[src/rtl/riscv_ctrl_pkg.sv]
// Shared types and encodings for the multi-cycle RV32I main control FSM.
// Holds the state enum, opcode constants, ALUOp codes and ALU operand-select codes.
package riscv_ctrl_pkg;

    typedef enum logic [3:0] {
        S_FETCH    = 4'h0,
        S_DECODE   = 4'h1,
        S_EXEC_R   = 4'h2,
        S_EXEC_I   = 4'h3,
        S_WB_ALU   = 4'h4,
        S_MEM_ADDR = 4'h5,
        S_MEM_RD   = 4'h6,
        S_MEM_WR   = 4'h7,
        S_WB_MEM   = 4'h8,
        S_BRANCH   = 4'h9,
        S_HALT     = 4'hF
    } state_t;

    localparam logic [6:0] OP_R_TYPE = 7'b0110011;
    localparam logic [6:0] OP_I_TYPE = 7'b0010011;
    localparam logic [6:0] OP_LOAD   = 7'b0000011;
    localparam logic [6:0] OP_STORE  = 7'b0100011;
    localparam logic [6:0] OP_BRANCH = 7'b1100011;

    localparam logic [1:0] ALUOP_ADD = 2'b00;
    localparam logic [1:0] ALUOP_SUB = 2'b01;
    localparam logic [1:0] ALUOP_R   = 2'b10;
    localparam logic [1:0] ALUOP_I   = 2'b11;

    localparam logic [1:0] SRC_A_PC     = 2'b00;
    localparam logic [1:0] SRC_A_RS1    = 2'b01;
    localparam logic [1:0] SRC_A_OLD_PC = 2'b10;

    localparam logic [1:0] SRC_B_RS2  = 2'b00;
    localparam logic [1:0] SRC_B_FOUR = 2'b01;
    localparam logic [1:0] SRC_B_IMM  = 2'b10;

    // States in which the FSM holds mem_req and waits for mem_ready.
    function automatic logic is_mem_wait_state(input state_t s);
        return (s == S_FETCH) || (s == S_MEM_RD) || (s == S_MEM_WR);
    endfunction

endpackage

[src/rtl/mem_wait_watchdog.sv]
// Counts consecutive memory wait cycles within one state; o_expire flags the
// cycle on which the MAX_WAIT-th wait cycle would pass with mem_ready still low.
module mem_wait_watchdog #(
    parameter int MAX_WAIT = 15
) (
    input  logic clk,
    input  logic rst,
    input  logic i_clear,
    input  logic i_count,
    output logic o_expire
);

    localparam int CW = (MAX_WAIT > 1) ? $clog2(MAX_WAIT) : 1;
    localparam logic [CW-1:0] LAST = CW'(MAX_WAIT - 1);

    logic [CW-1:0] r_cnt;

    always_ff @(posedge clk or posedge rst) begin
        if (rst) begin
            r_cnt <= '0;
        end else if (i_clear) begin
            r_cnt <= '0;
        end else if (i_count) begin
            r_cnt <= r_cnt + CW'(1);
        end
    end

    assign o_expire = i_count && (r_cnt == LAST);

endmodule

[src/rtl/riscv_multicycle_ctrl.sv]
// Main control FSM of the multi-cycle RV32I core, with memory-wait watchdog and instret.
// Define ILLEGAL_TRAP_EN to halt on illegal opcodes and expose a sticky illegal_instr flag.
module riscv_multicycle_ctrl
    import riscv_ctrl_pkg::*;
#(
    parameter int MAX_WAIT = 15,
    parameter int CNT_W    = 32
) (
    input  logic             clk,
    input  logic             rst,
    input  logic [6:0]       opcode,
    input  logic             zero,
    input  logic             mem_ready,
    output logic [1:0]       alu_op,
    output logic [1:0]       alu_src_a,
    output logic [1:0]       alu_src_b,
    output logic             pc_write,
    output logic             pc_src,
    output logic             ir_write,
    output logic             mem_req,
    output logic             mem_we,
    output logic             reg_write,
    output logic             mem_to_reg,
    output logic             halted,
    output logic             bus_err,
    output logic [CNT_W-1:0] instret,
`ifdef ILLEGAL_TRAP_EN
    output logic             illegal_instr,
`endif
    output logic [3:0]       state_o
);

    state_t           r_state;
    state_t           w_next;
    logic [CNT_W-1:0] r_instret;
    logic             r_bus_err;
    logic [1:0]       w_alu_op, w_src_a, w_src_b;
    logic             w_pc_write, w_pc_src, w_ir_write, w_mem_req, w_mem_we;
    logic             w_reg_write, w_mem_to_reg;
    logic             w_retire, w_bus_err_set, w_illegal;
    logic             w_count, w_clear, w_expire;

    assign w_count = is_mem_wait_state(r_state) && !mem_ready;
    assign w_clear = (w_next != r_state);

    generate
        if (MAX_WAIT == 0) begin : g_no_watchdog
            assign w_expire = 1'b0;
        end else begin : g_watchdog
            mem_wait_watchdog #(.MAX_WAIT(MAX_WAIT)) u_watchdog (
                .clk      (clk),
                .rst      (rst),
                .i_clear  (w_clear),
                .i_count  (w_count),
                .o_expire (w_expire)
            );
        end
    endgenerate

    always_comb begin
        w_next        = r_state;
        w_alu_op      = ALUOP_ADD;
        w_src_a       = SRC_A_PC;
        w_src_b       = SRC_B_RS2;
        w_pc_write    = 1'b0;
        w_pc_src      = 1'b0;
        w_ir_write    = 1'b0;
        w_mem_req     = 1'b0;
        w_mem_we      = 1'b0;
        w_reg_write   = 1'b0;
        w_mem_to_reg  = 1'b0;
        w_retire      = 1'b0;
        w_bus_err_set = 1'b0;
        w_illegal     = 1'b0;
        case (r_state)
            S_FETCH: begin
                w_mem_req = 1'b1;
                w_src_b   = SRC_B_FOUR;
                if (mem_ready) begin
                    w_ir_write = 1'b1;
                    w_pc_write = 1'b1;
                    w_next     = S_DECODE;
                end else if (w_expire) begin
                    w_bus_err_set = 1'b1;
                    w_next        = S_HALT;
                end
            end
            S_DECODE: begin
                // Speculatively compute the branch target into ALUOut.
                w_src_a = SRC_A_OLD_PC;
                w_src_b = SRC_B_IMM;
                case (opcode)
                    OP_R_TYPE:         w_next = S_EXEC_R;
                    OP_I_TYPE:         w_next = S_EXEC_I;
                    OP_LOAD, OP_STORE: w_next = S_MEM_ADDR;
                    OP_BRANCH:         w_next = S_BRANCH;
                    default: begin
                        w_illegal = 1'b1;
`ifdef ILLEGAL_TRAP_EN
                        w_next = S_HALT;
`else
                        w_next = S_FETCH;
`endif
                    end
                endcase
            end
            S_EXEC_R: begin
                w_src_a  = SRC_A_RS1;
                w_src_b  = SRC_B_RS2;
                w_alu_op = ALUOP_R;
                w_next   = S_WB_ALU;
            end
            S_EXEC_I: begin
                w_src_a  = SRC_A_RS1;
                w_src_b  = SRC_B_IMM;
                w_alu_op = ALUOP_I;
                w_next   = S_WB_ALU;
            end
            S_WB_ALU: begin
                w_reg_write = 1'b1;
                w_retire    = 1'b1;
                w_next      = S_FETCH;
            end
            S_MEM_ADDR: begin
                w_src_a = SRC_A_RS1;
                w_src_b = SRC_B_IMM;
                w_next  = (opcode == OP_LOAD) ? S_MEM_RD : S_MEM_WR;
            end
            S_MEM_RD: begin
                w_mem_req = 1'b1;
                if (mem_ready) begin
                    w_next = S_WB_MEM;
                end else if (w_expire) begin
                    w_bus_err_set = 1'b1;
                    w_next        = S_HALT;
                end
            end
            S_MEM_WR: begin
                w_mem_req = 1'b1;
                w_mem_we  = 1'b1;
                if (mem_ready) begin
                    w_retire = 1'b1;
                    w_next   = S_FETCH;
                end else if (w_expire) begin
                    w_bus_err_set = 1'b1;
                    w_next        = S_HALT;
                end
            end
            S_WB_MEM: begin
                w_reg_write  = 1'b1;
                w_mem_to_reg = 1'b1;
                w_retire     = 1'b1;
                w_next       = S_FETCH;
            end
            S_BRANCH: begin
                w_src_a    = SRC_A_RS1;
                w_src_b    = SRC_B_RS2;
                w_alu_op   = ALUOP_SUB;
                w_pc_src   = 1'b1;
                w_pc_write = zero;
                w_retire   = 1'b1;
                w_next     = S_FETCH;
            end
            S_HALT: begin
                w_next = S_HALT;
            end
            default: begin
                w_next = S_HALT;
            end
        endcase
    end

    always_ff @(posedge clk or posedge rst) begin
        if (rst) begin
            r_state   <= S_FETCH;
            r_instret <= '0;
            r_bus_err <= 1'b0;
        end else begin
            r_state <= w_next;
            if (w_retire) begin
                r_instret <= r_instret + CNT_W'(1);
            end
            if (w_bus_err_set) begin
                r_bus_err <= 1'b1;
            end
        end
    end

`ifdef ILLEGAL_TRAP_EN
    logic r_illegal;

    always_ff @(posedge clk or posedge rst) begin
        if (rst) begin
            r_illegal <= 1'b0;
        end else if (w_illegal) begin
            r_illegal <= 1'b1;
        end
    end

    assign illegal_instr = r_illegal;
`else
    logic w_illegal_unused;
    assign w_illegal_unused = w_illegal;
`endif

    // Gate with rst so an abandoned request drops in the same cycle reset rises.
    assign alu_op     = rst ? 2'b00 : w_alu_op;
    assign alu_src_a  = rst ? 2'b00 : w_src_a;
    assign alu_src_b  = rst ? 2'b00 : w_src_b;
    assign pc_write   = !rst && w_pc_write;
    assign pc_src     = !rst && w_pc_src;
    assign ir_write   = !rst && w_ir_write;
    assign mem_req    = !rst && w_mem_req;
    assign mem_we     = !rst && w_mem_we;
    assign reg_write  = !rst && w_reg_write;
    assign mem_to_reg = !rst && w_mem_to_reg;
    assign halted     = !rst && (r_state == S_HALT);
    assign bus_err    = !rst && r_bus_err;
    assign instret    = r_instret;
    assign state_o    = r_state;

endmodule

[config.mk]
export PLATFORM = sky130hd
export DESIGN_NAME = riscv_multicycle_ctrl
export DESIGN_NICKNAME = d
export VERILOG_FILES = /design/src/rtl/riscv_ctrl_pkg.sv /design/src/rtl/mem_wait_watchdog.sv /design/src/rtl/riscv_multicycle_ctrl.sv
export SDC_FILE = /design/constraint.sdc
export NUM_CORES = 1
export LEC_CHECK = 0
export BUFFER_PORTS_ARGS = -buffer_cell sky130_fd_sc_hd__buf_2
export CORE_MARGIN = 3
export CORE_UTILIZATION = 40
export CTS_BUF_LIST = sky130_fd_sc_hd__clkbuf_2 sky130_fd_sc_hd__clkbuf_4 sky130_fd_sc_hd__clkbuf_8
export DETAILED_ROUTE_END_ITERATION = 12
export PLACE_DENSITY_LB_ADDON = 0.1
export SLEW_MARGIN = 20
export SYNTH_ARGS = -nofsm -noshare
export SYNTH_HDL_FRONTEND = slang
export SYNTH_SLANG_ARGS = --single-unit
[constraint.sdc]
create_clock -name clk -period 3.7 [get_ports clk]
set_input_delay 0.185 -clock clk [delete_from_list [all_inputs] [get_ports clk]]
set_output_delay 0.185 -clock clk [all_outputs]
set_load 0.02 [all_outputs]
**After elaboration in Yosys (flattened, before gate mapping)**

Index checks and enable logic that the tools add are counted.

- Bits in registers: 41
- Input bits: 11
- Output and inout bits: 51
- Word-level logic and storage cells: 74

- $add $sub $neg: 2
- Equal/unequal tests: 17
- Multiplexer cells: 27
- Reductions and logical operators: 24

Operators by type and width:

| operator | number |
|---|---|
| $add A32 B1 Y32 const B | 1 |
| $pmux W4 S7 | 1 |
| $mux W4 | 6 |
| $eq A4 B3 Y1 const B | 4 |
| $eq A4 B4 Y1 const B | 4 |
| $pmux W4 S4 | 1 |
| $eq A7 B6 Y1 const B | 2 |
| $logic_and A1 B1 Y1 | 11 |
| $mux W1 | 11 |
| $reduce_or A3 Y1 | 3 |
| $eq A4 B2 Y1 const B | 2 |
| $pmux W2 S2 | 2 |
| $eq A7 B2 Y1 const B | 1 |
| $eq A7 B5 Y1 const B | 1 |
| $eq A7 B7 Y1 const B | 1 |
| $mux W2 | 3 |
| $pmux W2 S3 | 1 |
| $reduce_or A2 Y1 | 3 |
| $add A4 B1 Y4 const B | 1 |
| $eq A4 B1 Y1 const B | 1 |
| $logic_not A4 Y1 | 1 |
| $ne A4 B4 Y1 | 1 |
| $pmux W1 S2 | 2 |
| $reduce_or A4 Y1 | 1 |
| 3 further kinds | 5 |

**Depth between registers and ports, before layout**

- Depth in word-level cells: 10
- Mapped depth: 8
- Mapped depth without buffers: 8

**Hierarchy**

From an unflattened synthesis, not the netlist that was laid out.

- Cell total of the unflattened synthesis: 246
- Area, all modules: 2373.5 sq um

By module, submodules not included:

| module | instances | cells each | area an instance (sq um) |
|---|---|---|---|
| riscv_multicycle_ctrl | 1 | 225 | 2147.1 |
| mem_wait_watchdog | 1 | 21 | 226.5 |

**Worst setup path after synthesis**

Ideal clock, no wire load.

- Path type: input port to output port
- Start point: in rst
- End point: out pc_write
- Arrival: 2.562 ns
- Required time: 3.515 ns
- Setup slack: 0.953 ns
- Stages on the path: 6
- Buffers on the path: 1
- Cell sequence: clkbuf_1 > inv_1 > nand2_1 > nor3_1 > and2_1 > a21o_1

- Word-level cells in the longest chain between the ends: 2

Ends and longest elaborated chain:

| item | RTL line | source |
|---|---|---|
| start, declared | riscv_multicycle_ctrl.sv:10 | `input logic rst,` |
| $logic_not A1 Y1 | riscv_multicycle_ctrl.sv:210 | `assign pc_write = !rst && w_pc_write;` |
| $logic_and A1 B1 Y1 | riscv_multicycle_ctrl.sv:210 |  |
| end, declared | riscv_multicycle_ctrl.sv:17 | `output logic pc_write,` |

Every way passes these cells.

**Final worst setup path**

- Start point: reg r_state[3] (netlist: state_o[3])
- End point: reg r_instret[26] (netlist: instret[26])

- Word-level cells in the longest chain between the ends: 3
- Elaborated cells between the ends (all ways): 6
- Classes of those cells: 4 x eq/ne; 1 x mux; 1 x reduce/logical

Ends and longest elaborated chain:

| item | RTL line | source |
|---|---|---|
| start, declared | riscv_multicycle_ctrl.sv:33 | `state_t r_state;` |
| start signal, assigned | riscv_multicycle_ctrl.sv:179 | `r_state <= w_next;` |
| $eq A4 B4 Y1 / $eq A4 B3 Y1 (equally long branches) | riscv_multicycle_ctrl.sv:75 | `case (r_state)` |
| $reduce_or A3 Y1 (no source line) | -- |  |
| $pmux W1 S2 * | riscv_multicycle_ctrl.sv:75 |  |
| end signal, assigned | riscv_multicycle_ctrl.sv:181 | `r_instret <= r_instret + CNT_W'(1);` |
| end, declared | riscv_multicycle_ctrl.sv:35 | `logic [CNT_W-1:0] r_instret;` |

Mark *: on every way between the ends. The rest lies on a longest branch, timed or not.
A chain may end at the register's enable or synchronous reset.

==> impl_results.md <==
- Outcome: finished clean
- Cell taking the most area after synthesis: dfrtp_1
- First-pass GRT wire length: 9.149 mm
- Worst VDD drop: 254.9 uV
- Vias in the first global route: 1825
- Clock power share: 43.7%
- Row count: 27
- Setup_tns: 0 ns
- Post-synth EDFFs: 0
- Average size of a mapped cell: 9.909 um^2
- Area of the core: 0.005574 mm^2
- # setup viols final: 0
- Footprint of the multi-input gates: 0.001269 mm^2
- Hold Vio Cnt, Final: 0
- Die Width: 82.46 um
- Switching Fraction: 21.73%
- Total power: 840.5 uW
- FF+latch area: 0.001026 mm^2
- Final net count: 314
- Cell count after synthesis: 236
- Final GP Congestion: 0.9019
- Largest cells by area after synthesis: dfrtp_1 (44%), xnor2_1 (10%), nand3_1 (4.3%), nand2_1 (3.2%), xor2_1 (3.0%)
- Total Routed Length: 5.347 mm
- Sequential area share after synthesis: 43.87%
- # H-tree levels: 2
- Setup CP Type: flip-flop to flip-flop
- Antenna viol nets, final: 0
- Vias: 2009
- FF+latch count, synth: 41
- Cts-stage hold buffer count: 0
- Root Driver: clkbuf_8
- Slew Limit Fails: 0
- Total congestion overflow after global routing: 0
- DRT Pass-1 Iters: 4
- Min Tclk post-route: 2.357 ns
- Overall routing resource usage: 17.42%
- Initial antenna violation count: 0
- Layout cell share with drive strength beyond 1: 27.24%
- Post-CTS Setup Repair Bufs: 0
- Post-DP HPWL: 3.927 mm
- Buffers on Ports: 61
- Switch Pwr: 182.7 uW
- CP Data Arrival Time: 2.53 ns
- Critical Path Sink Type: flip-flop
- CTS Buffer Depth: 2
- Reg2reg path depth: 6
- Async SR Flop Fraction: 100.0%
- Comb pwr share: 3.0%
- DRT iter0 DRCs: 51
- Vias per cell: 5.386
- Worst Tran Pin Value: 0.6814 ns
- Largest net degree at the start of global routing: 44
- Die height: 82.46 um
- CP required: 3.88 ns
- Drc violations: 0
- Ant diodes: 0
- Clock Pin Slew Worst Setup and Hold Paths: 0.09 ns
- Synth unique cells: 48
- Ys flop type: dfrtp_1
- Initial core utilization: 41.95%
- # IOs: 62
- Synth top area share: 43.87%
- Synthesized net count: 250
- Synth Warn #: 0
- Worst Hold Class: input pin to asynchronous set/reset pin
- Max cap viols: 0
- Critical path peak fanout: 18
- Internal power: 657.8 uW
- Setup crit start kind: flip-flop
- Netlist Area Pre-Place: 0.002338 mm^2
- Area growth syn-to-layout: 20.81%
- RR Startpoint: state_o[3]
- RSZ-0062 raised after global routing: no
- CTS tree: built
- Max_slew headroom: 54.57%
- Flop2flop setup slack: 1.34 ns
- Filler instances: 543
- Max Fclk: 424.2 MHz
- Capturing point of the worst reg2reg path: instret[26]
- Worst skew pair latency: 0.29 ns
- Routed length per instance: 14.34 um
- Cts bufs inserted: 5
- Final worst path period share: 63.71%
- Clk_skew: 0.01089 ns
- DIE AREA: 0.006800 mm^2
- Flop pwr share: 53.3%
- P per Cell Area: 297.5 mW/mm^2
- Leakage: 1.409 nW
- CTS resizes: 0
- Clk sink count: 41
==> synth_stat cells (4+ instances only) <==
master     n
nor2b_1    7
nand2_1   20
o21ai_0    4
dfrtp_1   41
xor2_1     8
nand3_1   20
xnor2_1   27
nor2_1    15
inv_1      4
nand4_1   11
a21oi_1    7
and2_1     4
and3_1     8
nand2b_1   4
nor3_1    11
==> worst max-delay path by stage <==
stage	endpoint	slack, ns	startpoint	cells past startpoint
2_1_floorplan	pc_write	0.95	rst	6
3_3_place_gp	instret[26]	1.35	state_o[1]	6
3_5_place_dp	instret[26]	1.30	state_o[3]	6
4_1_cts	instret[26]	1.30	state_o[3]	6
5_1_grt	instret[26]	1.05	state_o[3]	6
6_report	instret[26]	1.34	state_o[3]	6
==> per-layer routing <==
layer | vias to the layer above | wire [um] | global-route usage [%]
met2 | 60 | 2483 | 26.44
met4 | 0 | 99 | 5.482
li1 | 971 | - | -
met5 | - | 0 | 0
met3 | 8 | 304 | 4.121
met1 | 970 | 2459 | 24.48
==> cell families (layout without fill, tap and decap cells) <==
| kind of cell | after synthesis | after routing | synth area share, % |
|---|---|---|---|
| AOI/OAI and AO/OA | 26 | 26 | 7.865 |
| xor gates and xnor gates | 35 | 35 | 13.11 |
| adders and majority gates | 3 | 3 | 1.605 |
| and+or+nand+nor | 120 | 120 | 30.77 |
| DFF | 41 | 41 | 43.87 |
| muxes | 2 | 2 | 0.9096 |
| buffers and inverters | 9 | 74 | 1.873 |
==> power by group through the flow <==
stage	Combinational, mW	Clock (mW)	Sequential (mW)
6_report	0.0253	0.368	0.448
5_1_grt	0.0287	0.397	0.448
4_1_cts	0.0262	0.379	0.448
3_5_place_dp	0.0262	0	0.457
3_3_place_gp	0.0263	0	0.457
2_1_floorplan	0.0132	0	0.457
==> cell usage in the layout (no fill, tap or decap), types with 2 or more instances in the layout <==
cell / count
a211o_1: 2
a211oi_1: 2
a21o_1: 2
a21oi_1: 7
a31oi_1: 2
and2_1: 4
and3_1: 8
and4_1: 2
buf_2: 61
clkbuf_8: 5
dfrtp_1: 41
ha_1: 3
inv_1: 4
nand2_1: 20
nand2b_1: 4
nand3_1: 20
nand4_1: 11
nor2_1: 15
nor2b_1: 7
nor3_1: 11
nor4_1: 3
nor4_4: 2
o21ai_0: 4
xnor2_1: 27
xor2_1: 8
==> stage by stage <==
stage	hold slack [ns]	cell area (um^2)	utilization (%)	instances	worst slack, ns
after global placement	0.4470	2713	48.66	365	1.346
final	0.1200	2825	50.68	373	1.343
after CTS	0.1376	2825	50.68	373	1.296
after floorplan	0.3500	2338	-	236	0.9525
after global routing	0.1646	2825	50.68	373	1.051
after detailed placement	0.4517	2713	48.66	365	1.301
==> final cells by class <==
class                      instances  area share, %
clock buffer                       5          2.436
clock inverter                     3          1.550
inverter                           4         0.5314
multi-input combinational        186          44.91
sequential                        41          36.32
tap                               72          3.189
timing repair buffer              62          11.07
==> flip-flops by register name, summed over array words and instances, names as in the netlist <==
register / flops
g_watchdog.u_watchdog.r_cnt: 4
instret: 32
r_bus_err: 1
state_o: 4
==> critical path, cell delays in order (launching register included) <==
cell and delay, ns:
dfrtp_1 0.72, nand2b_1 0.31, nor2_8 0.18, nor2_4 0.09
nor4_4 0.60, nand4_1 0.19, xnor2_1 0.16
Note: power is estimated with default switching activity, not from simulation.
